**src/rtl/cb_config_sequencer.sv**
```systemverilog
// Config-bus sequencer for one connection box: one write or read
// outstanding, config_en held WRITE_CYCLES edges, reads after READ_LATENCY.
module cb_config_sequencer #(
  parameter int ADDR_W       = 32,
  parameter int DATA_W       = 32,
  parameter int WRITE_CYCLES = 2,
  parameter int READ_LATENCY = 1,
  parameter int COUNT_W      = 16
) (
  input  logic               clk,
  input  logic               reset,
  input  logic               req_valid,
  output logic               req_ready,
  input  logic               req_write,
  input  logic [ADDR_W-1:0]  req_addr,
  input  logic [DATA_W-1:0]  req_data,
  output logic               rsp_valid,
  input  logic               rsp_ready,
  output logic [DATA_W-1:0]  rsp_data,
  output logic [ADDR_W-1:0]  config_addr,
  output logic [DATA_W-1:0]  config_data,
  output logic               config_en,
  input  logic [DATA_W-1:0]  read_data,
  output logic               busy,
  output logic [COUNT_W-1:0] write_count
);

  if (WRITE_CYCLES < 1 || WRITE_CYCLES > 16 ||
      READ_LATENCY < 1 || READ_LATENCY > 15) begin : g_bad_param
    $error("cb_config_sequencer: parameter out of range");
  end

  typedef enum logic [1:0] {
    IDLE,
    WRITE,
    RD_WAIT,
    RESP
  } state_e;

  localparam logic [3:0] WR_LOAD = 4'(WRITE_CYCLES - 1);
  localparam logic [3:0] RD_LOAD = 4'(READ_LATENCY - 1);
  localparam logic [COUNT_W-1:0] WC_MAX = '1;

  state_e             state_q;
  logic [3:0]         cnt_q;
  logic [ADDR_W-1:0]  addr_q;
  logic [DATA_W-1:0]  data_q;
  logic               en_q;
  logic               rvld_q;
  logic [DATA_W-1:0]  rdat_q;
  logic [COUNT_W-1:0] wcnt_q;

  assign req_ready   = (state_q == IDLE);
  assign busy        = (state_q != IDLE);
  assign config_addr = addr_q;
  assign config_data = data_q;
  assign config_en   = en_q;
  assign rsp_valid   = rvld_q;
  assign rsp_data    = rdat_q;
  assign write_count = wcnt_q;

  always_ff @(posedge clk or negedge reset) begin
    if (!reset) begin
      state_q <= IDLE;
      cnt_q   <= '0;
      addr_q  <= '0;
      data_q  <= '0;
      en_q    <= 1'b0;
      rvld_q  <= 1'b0;
      rdat_q  <= '0;
      wcnt_q  <= '0;
    end else begin
      unique case (state_q)
        IDLE: begin
          if (req_valid) begin
            addr_q <= req_addr;
            if (req_write) begin
              data_q  <= req_data;
              en_q    <= 1'b1;
              cnt_q   <= WR_LOAD;
              state_q <= WRITE;
            end else begin
              cnt_q   <= RD_LOAD;
              state_q <= RD_WAIT;
            end
          end
        end
        WRITE: begin
          if (cnt_q == 4'd0) begin
            en_q    <= 1'b0;
            data_q  <= '0;
            state_q <= IDLE;
            if (wcnt_q != WC_MAX) wcnt_q <= wcnt_q + COUNT_W'(1);
          end else begin
            cnt_q <= cnt_q - 4'd1;
          end
        end
        RD_WAIT: begin
          if (cnt_q == 4'd0) begin
            rdat_q  <= read_data;
            rvld_q  <= 1'b1;
            state_q <= RESP;
          end else begin
            cnt_q <= cnt_q - 4'd1;
          end
        end
        RESP: begin
          if (rsp_ready) begin
            rvld_q  <= 1'b0;
            state_q <= IDLE;
          end
        end
        default: state_q <= IDLE;
      endcase
    end
  end

endmodule

```
**config.mk**
```make
export PLATFORM = sky130hd
export DESIGN_NAME = cb_config_sequencer
export DESIGN_NICKNAME = d
export VERILOG_FILES = /design/src/rtl/cb_config_sequencer.sv
export SDC_FILE = /design/constraint.sdc
export NUM_CORES = 1
export LEC_CHECK = 0
export CAP_MARGIN = 25
export CORE_UTILIZATION = 35
export DETAILED_ROUTE_END_ITERATION = 7
export GPL_ROUTABILITY_DRIVEN = 1
export PLACE_DENSITY = 0.71
export SETUP_SLACK_MARGIN = 0.1
export SLEW_MARGIN = 20
export SYNTH_ARGS = -nofsm -noshare
export SYNTH_HDL_FRONTEND = slang
export SYNTH_SLANG_ARGS = --single-unit
export TNS_END_PERCENT = 10
```
**constraint.sdc**
```tcl
create_clock -name clk -period 5.5 [get_ports clk]
set_input_delay 0.55 -clock clk [delete_from_list [all_inputs] [get_ports clk]]
set_output_delay 0.55 -clock clk [all_outputs]
set_load 0.02 [all_outputs]
```
==> results of run 1 <==
state kept, by name, summed over array words and instances (netlist names):
signal,flops
rsp_valid,1
config_addr,32
rsp_data,32
cnt_q,4
config_en,1
state_q,2
config_data,32
write_count,16
kinds of logic after synthesis:
logic type	share of synthesized area [%]
fa+ha+maj	1.484
xor+xnor	2.251
mux	15.19
simple gates	12.89
flops	59.36
compound gates	6.654
buf+inv	2.177
area by class of cell:
| class | count | area share [%] |
|---|---|---|
| flip-flops and latches | 120 | 37.29 |
| repair buffers | 221 | 27.58 |
| multi-input cells | 263 | 24.18 |
| clock buffers | 24 | 6.355 |
| well taps | 180 | 2.797 |
| clock inverters | 8 | 1.429 |
| inverters | 8 | 0.3729 |
worst reg2reg max path, delay by kind of cell (launching register included):
| family | cells | cell delay (ps) |
|---|---|---|
| fa+ha+maj | 1 | 230 |
| flops | 1 | 420 |
| buf+inv | 2 | 330 |
| simple gates | 2 | 520 |
| compound gates | 2 | 570 |
metal layers:
layer | track usage (%) | part of all wire, %
met5 | 0 | 0
met2 | 23.84 | 46
met1 | 21.76 | 44
met4 | 6.631 | 1.5
met3 | 6.041 | 8.3
metrics by stage:
stage	instance area, um2	power, mW	cells	setup WS [ps]
after floorplan	5059	2.709	409	3566
after global placement	7387	3.669	790	2819
after detailed placement	7387	3.724	790	2731
after CTS	8014	4.903	822	2707
after global routing	8053	5.168	824	2853
final	8053	4.864	824	2992
worst max-delay path by stage:
stage	start	endpoint	slack, ps	cells after the start
after floorplan	write_count[0]$_DFFE_PN0P_	write_count[1]$_DFFE_PN0P_	3570	5
final	state_q[0]$_DFFE_PN0P_	busy	2990	4
after global placement	state_q[1]$_DFFE_PN0P_	write_count[13]$_DFFE_PN0P_	2820	6
after CTS	state_q[1]$_DFFE_PN0P_	write_count[13]$_DFFE_PN0P_	2710	6
after detailed placement	state_q[1]$_DFFE_PN0P_	write_count[13]$_DFFE_PN0P_	2730	6
after global routing	state_q[1]$_DFFE_PN0P_	busy	2850	4
layout by cell type (no fill, tap or decap), types with 2 or more instances in the layout:
cell type / n
clkdlybuf4s50_1: 215
dfrtp_1: 120
mux2_2: 66
nand2_1: 48
o21ai_0: 37
nand2b_1: 34
clkbuf_16: 17
xor2_1: 13
inv_1: 8
nor2_1: 8
nand3_1: 6
ha_1: 6
clkbuf_8: 6
clkinv_2: 5
nand4_1: 4
nor3_1: 4
buf_4: 4
a21oi_1: 3
o22ai_1: 3
nor4_1: 3
bufinv_16: 3
nor3b_1: 2
a21o_1: 2
a22o_1: 2
a211oi_2: 2
power breakdown:
group	internal (mW)	switching [mW]	total, mW
sequential	1.28	0.214	1.49
clock	0.781	0.369	1.15
combinational	1.15	1.07	2.22
==> impl_summary.log, run 1 <==
INFO  metric yosysWarningCount = 0
INFO  metric cts_resized = 0
INFO  metric floorplan.die_area = roughly 15000 um2
INFO  metric finalClockSkew = 7.706 ps
INFO  metric main_flop_type_after_synthesis = dfrtp_1
INFO  metric starting_density_of_the_core = 36.16%
INFO  metric max-slew-margin-rel = 39.51%
INFO  metric placement.io_buffers = 216
INFO  metric cpMaxStageDelayCell = clkdlybuf4s50_1
INFO  metric timing.final.crit_share = 45.59%
INFO  metric synth_seq_cells = 120
INFO  metric tritoncts = done
INFO  metric timing.final.max_slew_violations = 0
INFO  metric tritoncts.num_buffers = 17
INFO  metric drv.max_cap_violation_count = 0
INFO  metric timing.critical_path.mode_cell = inv_1
INFO  metric grt_max_degree = 73
INFO  metric drc = 0
INFO  metric grt_setup_unrepaired = false
INFO  metric tightest_slew = 907.4 ps
INFO  metric clk_transition_reported_paths = ~50 ps
INFO  metric die_h = 122.2 um
INFO  metric period_minus_slack = 2508 ps
INFO  metric synth_enable_flop_cells = 0
INFO  metric regToRegEndpoint = config_data[28]$_DFFE_PN0P_
INFO  metric criticalPathCategory = reg -> out
INFO  metric detail_route.first_pass.iterations = 4
INFO  metric setup.worst_path.end_class = output port
INFO  metric clk_root_buffer_cell = clkbuf_16
INFO  metric h_tree_lvls = 4
INFO  metric register_area = 3003 um2
INFO  metric timing.reg2reg.setup_slack = 3290 ps
INFO  metric wl_per_cell = 14.41 um
INFO  metric die_x = 122.2 um
INFO  metric crit_chain = inv_1 -> ha_1 -> inv_1 -> clkdlybuf4s50_1
INFO  metric flow.area_growth_from_synthesis = 59.19%
INFO  metric insertedDiodeCount = 0
INFO  metric static-leakage-power = roughly 3.5 nW
INFO  metric overflow = 0
INFO  metric utilization = 57.57%
INFO  metric footprint_of_the_multi_input_gates = 1947 um2
INFO  metric crit_fanout = 8
INFO  metric final-setup-viol-count = 0
INFO  metric hold_viol_final = 0
INFO  metric fmax = 398.8 MHz
INFO  metric synthesis.instances = approximately 400
INFO  metric syn_avg_cell_area = approximately 12 um2
INFO  metric hold_class = in -> async
INFO  metric critical_path.max_stage_delay = around 650 ps
INFO  metric design.core.area = 13990 um2
INFO  metric post_cts.repair.setup_buffers = 0
INFO  metric cts_hold_buffers = 0
INFO  metric cpLargestDelayFamily = buffers and inverters
INFO  metric crit_arrival = 1960 ps
INFO  metric grt_antenna_before_repair = 0
INFO  metric initialDrtViolationCount = approximately 170
INFO  metric timing.critical_path.required = 4950 ps
INFO  metric clock_sinks = 120
INFO  metric grt_usage = between 15 and 20%
INFO  metric rows = between 40 and 50
INFO  metric number_of_vias_in_the_routed_layout = slightly below 4000
INFO  metric synth_largest_area_cell = dfrtp_1
INFO  metric pwr_density_cell = a little over 600 nW/um2
INFO  metric critical_path.startpoint_type = flop
INFO  metric rr_worst_depth = 7
INFO  metric drive_above_1_share = 17.55%
INFO  metric crit-reg2reg-launch = cnt_q[0]$_DFFE_PN0P_
INFO  metric design.final.nets = approximately 740
INFO  metric hold-worst-slack = 259.9 ps
INFO  metric critical_path_buf_inv_count = 3
INFO  metric routabilityCongestion = 0.7928
INFO  metric run_status = finished clean
INFO  metric ys_async_sr_fraction = 100.0%
INFO  metric clk_path_buf_depth = 2
INFO  metric via_per_inst = around 4.7
INFO  metric drt_wl_total = between 10 and 15 mm
INFO  metric syn_nets = 516
INFO  metric synth_cell_type_count = 41
INFO  metric synth_most_common_cell = dfrtp_1
INFO  metric yosysTopAreaCellShare = roughly 59%
INFO  metric vdd.ir_drop.worst = 0.2744 mV
INFO  metric synth.yosys.seq_area_share = approximately three fifths
INFO  metric grt_pass1_wl = 18.62 mm
INFO  metric clk_latency_worst_skew_pair = ~400 ps
INFO  metric via_count_of_the_first_global_routing_pass = 3677
INFO  metric fillCellCount = 1184
INFO  metric fin_setup_tns = 0 ps
INFO  metric syn_area = 5059 um2
INFO  metric hpwlAfterDp = 8.505 mm
INFO  metric synth_area_leaders = dfrtp_1, mux2_2, nand2b_1
INFO  metric io_pins = between 200 and 250
INFO  metric ys_top_cells_by_count = dfrtp_1, mux2_2, nand2_1
INFO  metric ant_nets = 0
(Power assumes the default switching activity.)
==> run 2, diff against run 1 <==
--- a/config.mk
+++ b/config.mk
@@ -9,7 +9,7 @@
 export CORE_UTILIZATION = 35
 export DETAILED_ROUTE_END_ITERATION = 7
 export GPL_ROUTABILITY_DRIVEN = 1
-export PLACE_DENSITY = 0.71
+export PLACE_DENSITY = 0.74
 export SETUP_SLACK_MARGIN = 0.1
 export SLEW_MARGIN = 20
 export SYNTH_ARGS = -nofsm -noshare
==> constraint.sdc (replaced) <==
create_clock -name clk -period 2.12 [get_ports clk]
set_input_delay 0.212 -clock clk [delete_from_list [all_inputs] [get_ports clk]]
set_output_delay 0.212 -clock clk [all_outputs]
set_load 0.02 [all_outputs]
==> run 2 against run 1 <==
Critical path depth increased by 2; utilization increased by 0.73 points; clock power increased to 2.7 times the previous value; clock-buffer cell count decreased by 1; worst setup slack worse by 2800 ps; via count increased by 2.2%; wire length grew 5.4%; die area stayed put; sequential power grew to 2.6 times the previous value; clock skew decreased by 0.61 ps; register-to-register slack worse by 3100 ps; global-route usage increased by 0.82 points; highest routed layer unchanged.
==> impl_summary.log, run 2 (synthesized netlist as in run 1, its figures left out) <==
INFO  metric run_status = finished clean
INFO  metric period_minus_slack = 1957 ps
INFO  metric utilization = 58.30% (+0.73 points)
INFO  metric clk_transition_reported_paths = 50 ps (about the same)
INFO  metric detail_route.first_pass.iterations = 5 (+1)
INFO  metric starting_density_of_the_core = 36.16% (unchanged)
INFO  metric die_x = 122.2 um (unchanged)
INFO  metric postLayoutCellArea = 8155 um2 (+1.3%)
INFO  metric io_pins = 217 (unchanged)
INFO  metric die_h = 122.2 um (unchanged)
INFO  metric final_common_cell = clkdlybuf4s50_1
INFO  metric crit_arrival = 2290 ps (+330 ps)
INFO  metric setup.worst_path.end_class = flop
INFO  metric overflow = 0 (unchanged)
INFO  metric grt_pass1_wl = 19.66 mm (+5.6%)
INFO  metric via_count_of_the_first_global_routing_pass = 4069 (+11%)
INFO  metric finalClockSkew = 7.093 ps (-0.6126 ps)
INFO  metric routabilityCongestion = 0.8286 (+4.5%)
INFO  metric timing.critical_path.required = 2450 ps (-2500 ps)
INFO  metric design.final.nets = 741 (+0.41%)
INFO  metric power = 12.92 mW (+170%)
INFO  metric post_cts.repair.setup_buffers = 0 (unchanged)
INFO  metric wl_per_cell = 15.14 um (+5.1%)
INFO  metric fin_setup_tns = 0 ps (unchanged)
INFO  metric grt_setup_unrepaired = true
INFO  metric placement.cell_area = 7480 um2 (+1.3%)
INFO  metric via_per_inst = 4.775 (+2.0%)
INFO  metric grt_antenna_before_repair = 0 (unchanged)
INFO  metric grt_usage = 17.13% (+0.82 points)
INFO  metric clk_path_buf_depth = 2 (unchanged)
INFO  metric tightest_slew = 512.8 ps (-394.6 ps)
INFO  metric flow.area_growth_from_synthesis = 61.22%
INFO  metric insertedDiodeCount = 0 (unchanged)
INFO  metric drv.max_cap_violation_count = 0 (unchanged)
INFO  metric critical_path.startpoint_type = flop
INFO  metric clk_latency_worst_skew_pair = 410 ps (about the same)
INFO  metric hpwlAfterDp = 9.001 mm (+5.8%)
INFO  metric initialDrtViolationCount = 209 (+22%)
INFO  metric clk_root_buffer_cell = clkbuf_16
INFO  metric timing.final.crit_share = between 90 and 100%
INFO  metric placement.io_buffers = 216 (unchanged)
INFO  metric clock_sinks = 120 (unchanged)
INFO  metric rows = 43 (unchanged)
INFO  metric pwr_density_cell = 1584 nW/um2 (+160%)
INFO  metric drive_above_1_share = 17.96% (+0.41 points)
INFO  metric max-slew-margin-rel = 65.82% (+26 points)
INFO  metric grt_max_degree = 67 (-8.2%)
INFO  metric tritoncts = done
INFO  metric drt_wl_total = 12.51 mm (+5.4%)
INFO  metric floorplan.die_area = 14940 um2 (unchanged)
INFO  metric design.core.area = 13990 um2 (unchanged)
INFO  metric criticalPathCategory = reg -> reg
INFO  metric crit_fanout = 6 (-2)
INFO  metric timing.final.max_slew_violations = 0 (unchanged)
INFO  metric vdd.ir_drop.worst = 0.7759 mV (+180%)
INFO  metric static-leakage-power = 3.538 nW (+0.87%)
INFO  metric final_cell_mix = clkdlybuf4s50_1, dfrtp_1, mux2_2
INFO  metric ant_nets = 0 (unchanged)
INFO  metric hold_viol_final = 0 (unchanged)
INFO  metric drc = 0 (unchanged)
INFO  metric tritoncts.num_buffers = 17 (unchanged)
INFO  metric fmax = 510.9 MHz
INFO  metric number_of_vias_in_the_routed_layout = 3944 (+2.2%)
INFO  metric fillCellCount = 1125 (-5.0%)
INFO  metric hold_class = in -> async
INFO  metric final-setup-viol-count = 0 (unchanged)
INFO  metric h_tree_lvls = 4 (unchanged)
run 2: cell types whose count changed in the layout (fill, tap and decap cells not counted), sizes merged:
cell	before	now
clkdlybuf4s50	215	213
clkinvlp	0	1
dlygate4sd3	0	1
bufinv	3	5
clkinv	5	2
clkbuf	24	23
dlygate4sd2	0	2
buf	6	8
run 2: final timing paths:
check                      slack, ps  depth (start not counted)                          end                        start
max                              160                          6  write_count[13]$_DFFE_PN0P_         cnt_q[0]$_DFFE_PN0P_
min                              330                          2   config_data[1]$_DFFE_PN0P_                        reset
max reg2reg                      160                          6  write_count[13]$_DFFE_PN0P_         cnt_q[0]$_DFFE_PN0P_
min reg2reg                      480                          2  config_data[30]$_DFFE_PN0P_  config_data[30]$_DFFE_PN0P_
max in group asynchronous       1150                          3  config_addr[23]$_DFFE_PN0P_                        reset
min in group clk                 370                          3  config_data[24]$_DFFE_PN0P_                 req_data[24]
run 2: area by class of cell:
class	count	area [um2]	share of cell area [%]
multi-input combinational	263	1969	24.15
clock inverter	8	167.7	2.056
sequential	120	3003	36.82
tap	180	225.2	2.762
timing repair buffer	224	2282	27.98
inverter	8	30.03	0.3682
clock buffer	23	478.0	5.861
run 2: worst max-delay path, stage by stage (launching register included):
cell	delay [ps]
dfrtp_1	420
inv_1	120
ha_4	170
nand4bb_1	170
or4_4	600
a211oi_2	230
xor2_1	160
run 2: through the flow:
step	std cells	setup WS, ps	hold slack [ps]
after floorplan	409	186.3	-83.59
after global placement	794	161.9	214.1
after detailed placement	794	119.9	221.5
after CTS	826	112.8	322.0
after global routing	826	63.04	373.0
final	826	162.7	328.2
run 2: report_power, final:
| part | internal (mW) | total (mW) | switching, mW |
|---|---|---|---|
| Clock | 2.17 | 3.14 | 0.968 |
| Sequential | 3.32 | 3.91 | 0.592 |
| Combinational | 3.04 | 5.87 | 2.84 |
| Total | 8.52 | 12.9 | 4.40 |
run 2: routing by layer:
layer	wire [um]	global-route usage, %	vias up
met5	0	0	-
met4	182	7.012	0
met3	1003	6.413	18
met2	6167	27.95	146
met1	5155	20.30	1914
li1	-	-	1866
run 2: repair_timing:
item | in CTS | in global routing
hold buffers | 1 | 0
hold endpoints to repair | 37 | 0
resized for setup | 3 | 5
endpoints found under the setup margin | 34 | 54
pin swaps | 0 | 0
==> run 3, diff against run 2 <==
--- a/config.mk
+++ b/config.mk
@@ -7,6 +7,7 @@
 export LEC_CHECK = 0
 export CAP_MARGIN = 25
 export CORE_UTILIZATION = 35
+export CTS_CLUSTER_DIAMETER = 50
 export DETAILED_ROUTE_END_ITERATION = 7
 export GPL_ROUTABILITY_DRIVEN = 1
 export PLACE_DENSITY = 0.74
==> results of run 3 <==
No change in the layout: final DEF, timing and power equal those of run 2.
==> RTL change: new RTL, settings of run 3 <==
`COUNT_W`: 16 -> 32.
--- a/src/rtl/cb_config_sequencer.sv
+++ b/src/rtl/cb_config_sequencer.sv
@@ -5,7 +5,7 @@
   parameter int DATA_W       = 32,
   parameter int WRITE_CYCLES = 2,
   parameter int READ_LATENCY = 1,
-  parameter int COUNT_W      = 16
+  parameter int COUNT_W      = 32
 ) (
   input  logic               clk,
   input  logic               reset,
Interface: changed (resized write_count); port bits go from 217 to 233. No check against the original RTL was run, so the function may have changed too.
==> RTL change against run 3 <==
Power rose by 9.1%. Worst setup slack got worse by 0.090 ns. Synthesized area rose by 15%. Global-route usage rose by 1.3 points. Via count rose by 21%. Final cell count rose by 19%. Wire length rose by 28%. Sequential cell count rose by 16. Cell area rose by 15%. Largest cell class unchanged. Sequential power rose by 7.9%. Sequential share of layout area fell by 0.40 points.
==> RTL change: results (changes against run 3) <==
** Worst setup path
- Critical-path maximum fanout :: 3 (-3)

** Synth
- Fraction of the yosys area taken by sequential cells :: 58.6% (-0.77 points)
- Biggest area contributors in the synthesized netlist :: sky130_fd_sc_hd__dfrtp_1, sky130_fd_sc_hd__mux2_2, sky130_fd_sc_hd__o21ai_0
- Net count after synthesis :: 599 (+16%)
- The commonest cells after synthesis are sky130_fd_sc_hd__dfrtp_1, sky130_fd_sc_hd__mux2_2, sky130_fd_sc_hd__nand2_1.
- Post-Synth Adder-Cell Area :: 1.29% (-0.19 points)
- The number of distinct standard cells referenced by the synthesized netlist was 43 (+4.9%).
- Synthesized-area fraction occupied by ao, oa, aoi and oai cells :: 5.56% (-1.1 points)

** Global route
- Number of global-route vias before repair :: 4893 (+20%)
- The met1 layer usage reported by global route was 20.1% (-0.23 points).
- The global-route usage over all layers came to 18.4% (+1.3 points).
- Global routing usage on met2 :: 33.2% (+5.3 points)

** Cells and area
- Fraction of layout instances using a drive strength above 1 :: 19.0% (+1.1 points)
- The multi-input logic area is 2300 um^2 (+17%).
- Filler Cells Inserted :: 1287 (+14%)

** Detailed routing
- DRC marker count from the first detailed-route iteration :: 143 (-32%)
- The wire length on met1 came to 6210 um (+20%).
- Amount of wire on met2 after detailed routing :: 8510 um (+38%)

** Pwr
- The overall power was 14.1 mW (+9.1%).
- The internal power component came to 9.16 mW (+7.6%).
- The worst voltage drop across the vdd grid is 752 uV (-3.1%).
- The share of total power in sequential cells was 30.0% (-0.3 points).

** Placement
- Gp weighted congestion :: 0.837 (+0.98%)
- The number of input and output port buffers inserted is 232 (+7.4%).
- Placed inst area :: 8530 um^2 (+14%)

** Status
- The flow ran to the end, and the final reports show no timing, DRC or antenna violations.

** Timing
- The worst setup skew after layout came to 0.00871 ns (+0.00161 ns).
- The transition time at the pin with the least slew margin is 0.442 ns (-0.0712 ns).
-- RTL change: through the flow --
step / std cells / hold WS [ns]
after detailed placement: 939 / 0.164
after floorplan: 492 / -0.0836
after global placement: 939 / 0.153
after global routing: 984 / 0.298
final: 984 / 0.276
after CTS: 975 / 0.277
-- RTL change: final timing paths --
kind                       slack [ns]              end            from
setup / recovery                 0.07  write_count[18]  write_count[0]
hold / removal                   0.28  write_count[10]           reset
setup reg to reg                 0.07  write_count[18]  write_count[0]
hold reg to reg                  0.48   config_data[0]  config_data[0]
max in group asynchronous        1.19     rsp_data[20]           reset
min in group clk                 0.36  config_data[28]    req_data[28]
-- RTL change: area by class of cell --
cell class	count	share of cell area [%]
repair buffers	268	28.6
inverters	10	0.402
clock inverters	13	2.42
well taps	216	2.89
flip-flops and latches	136	36.4
multi-input cells	322	24.7
clock buffers	19	4.63
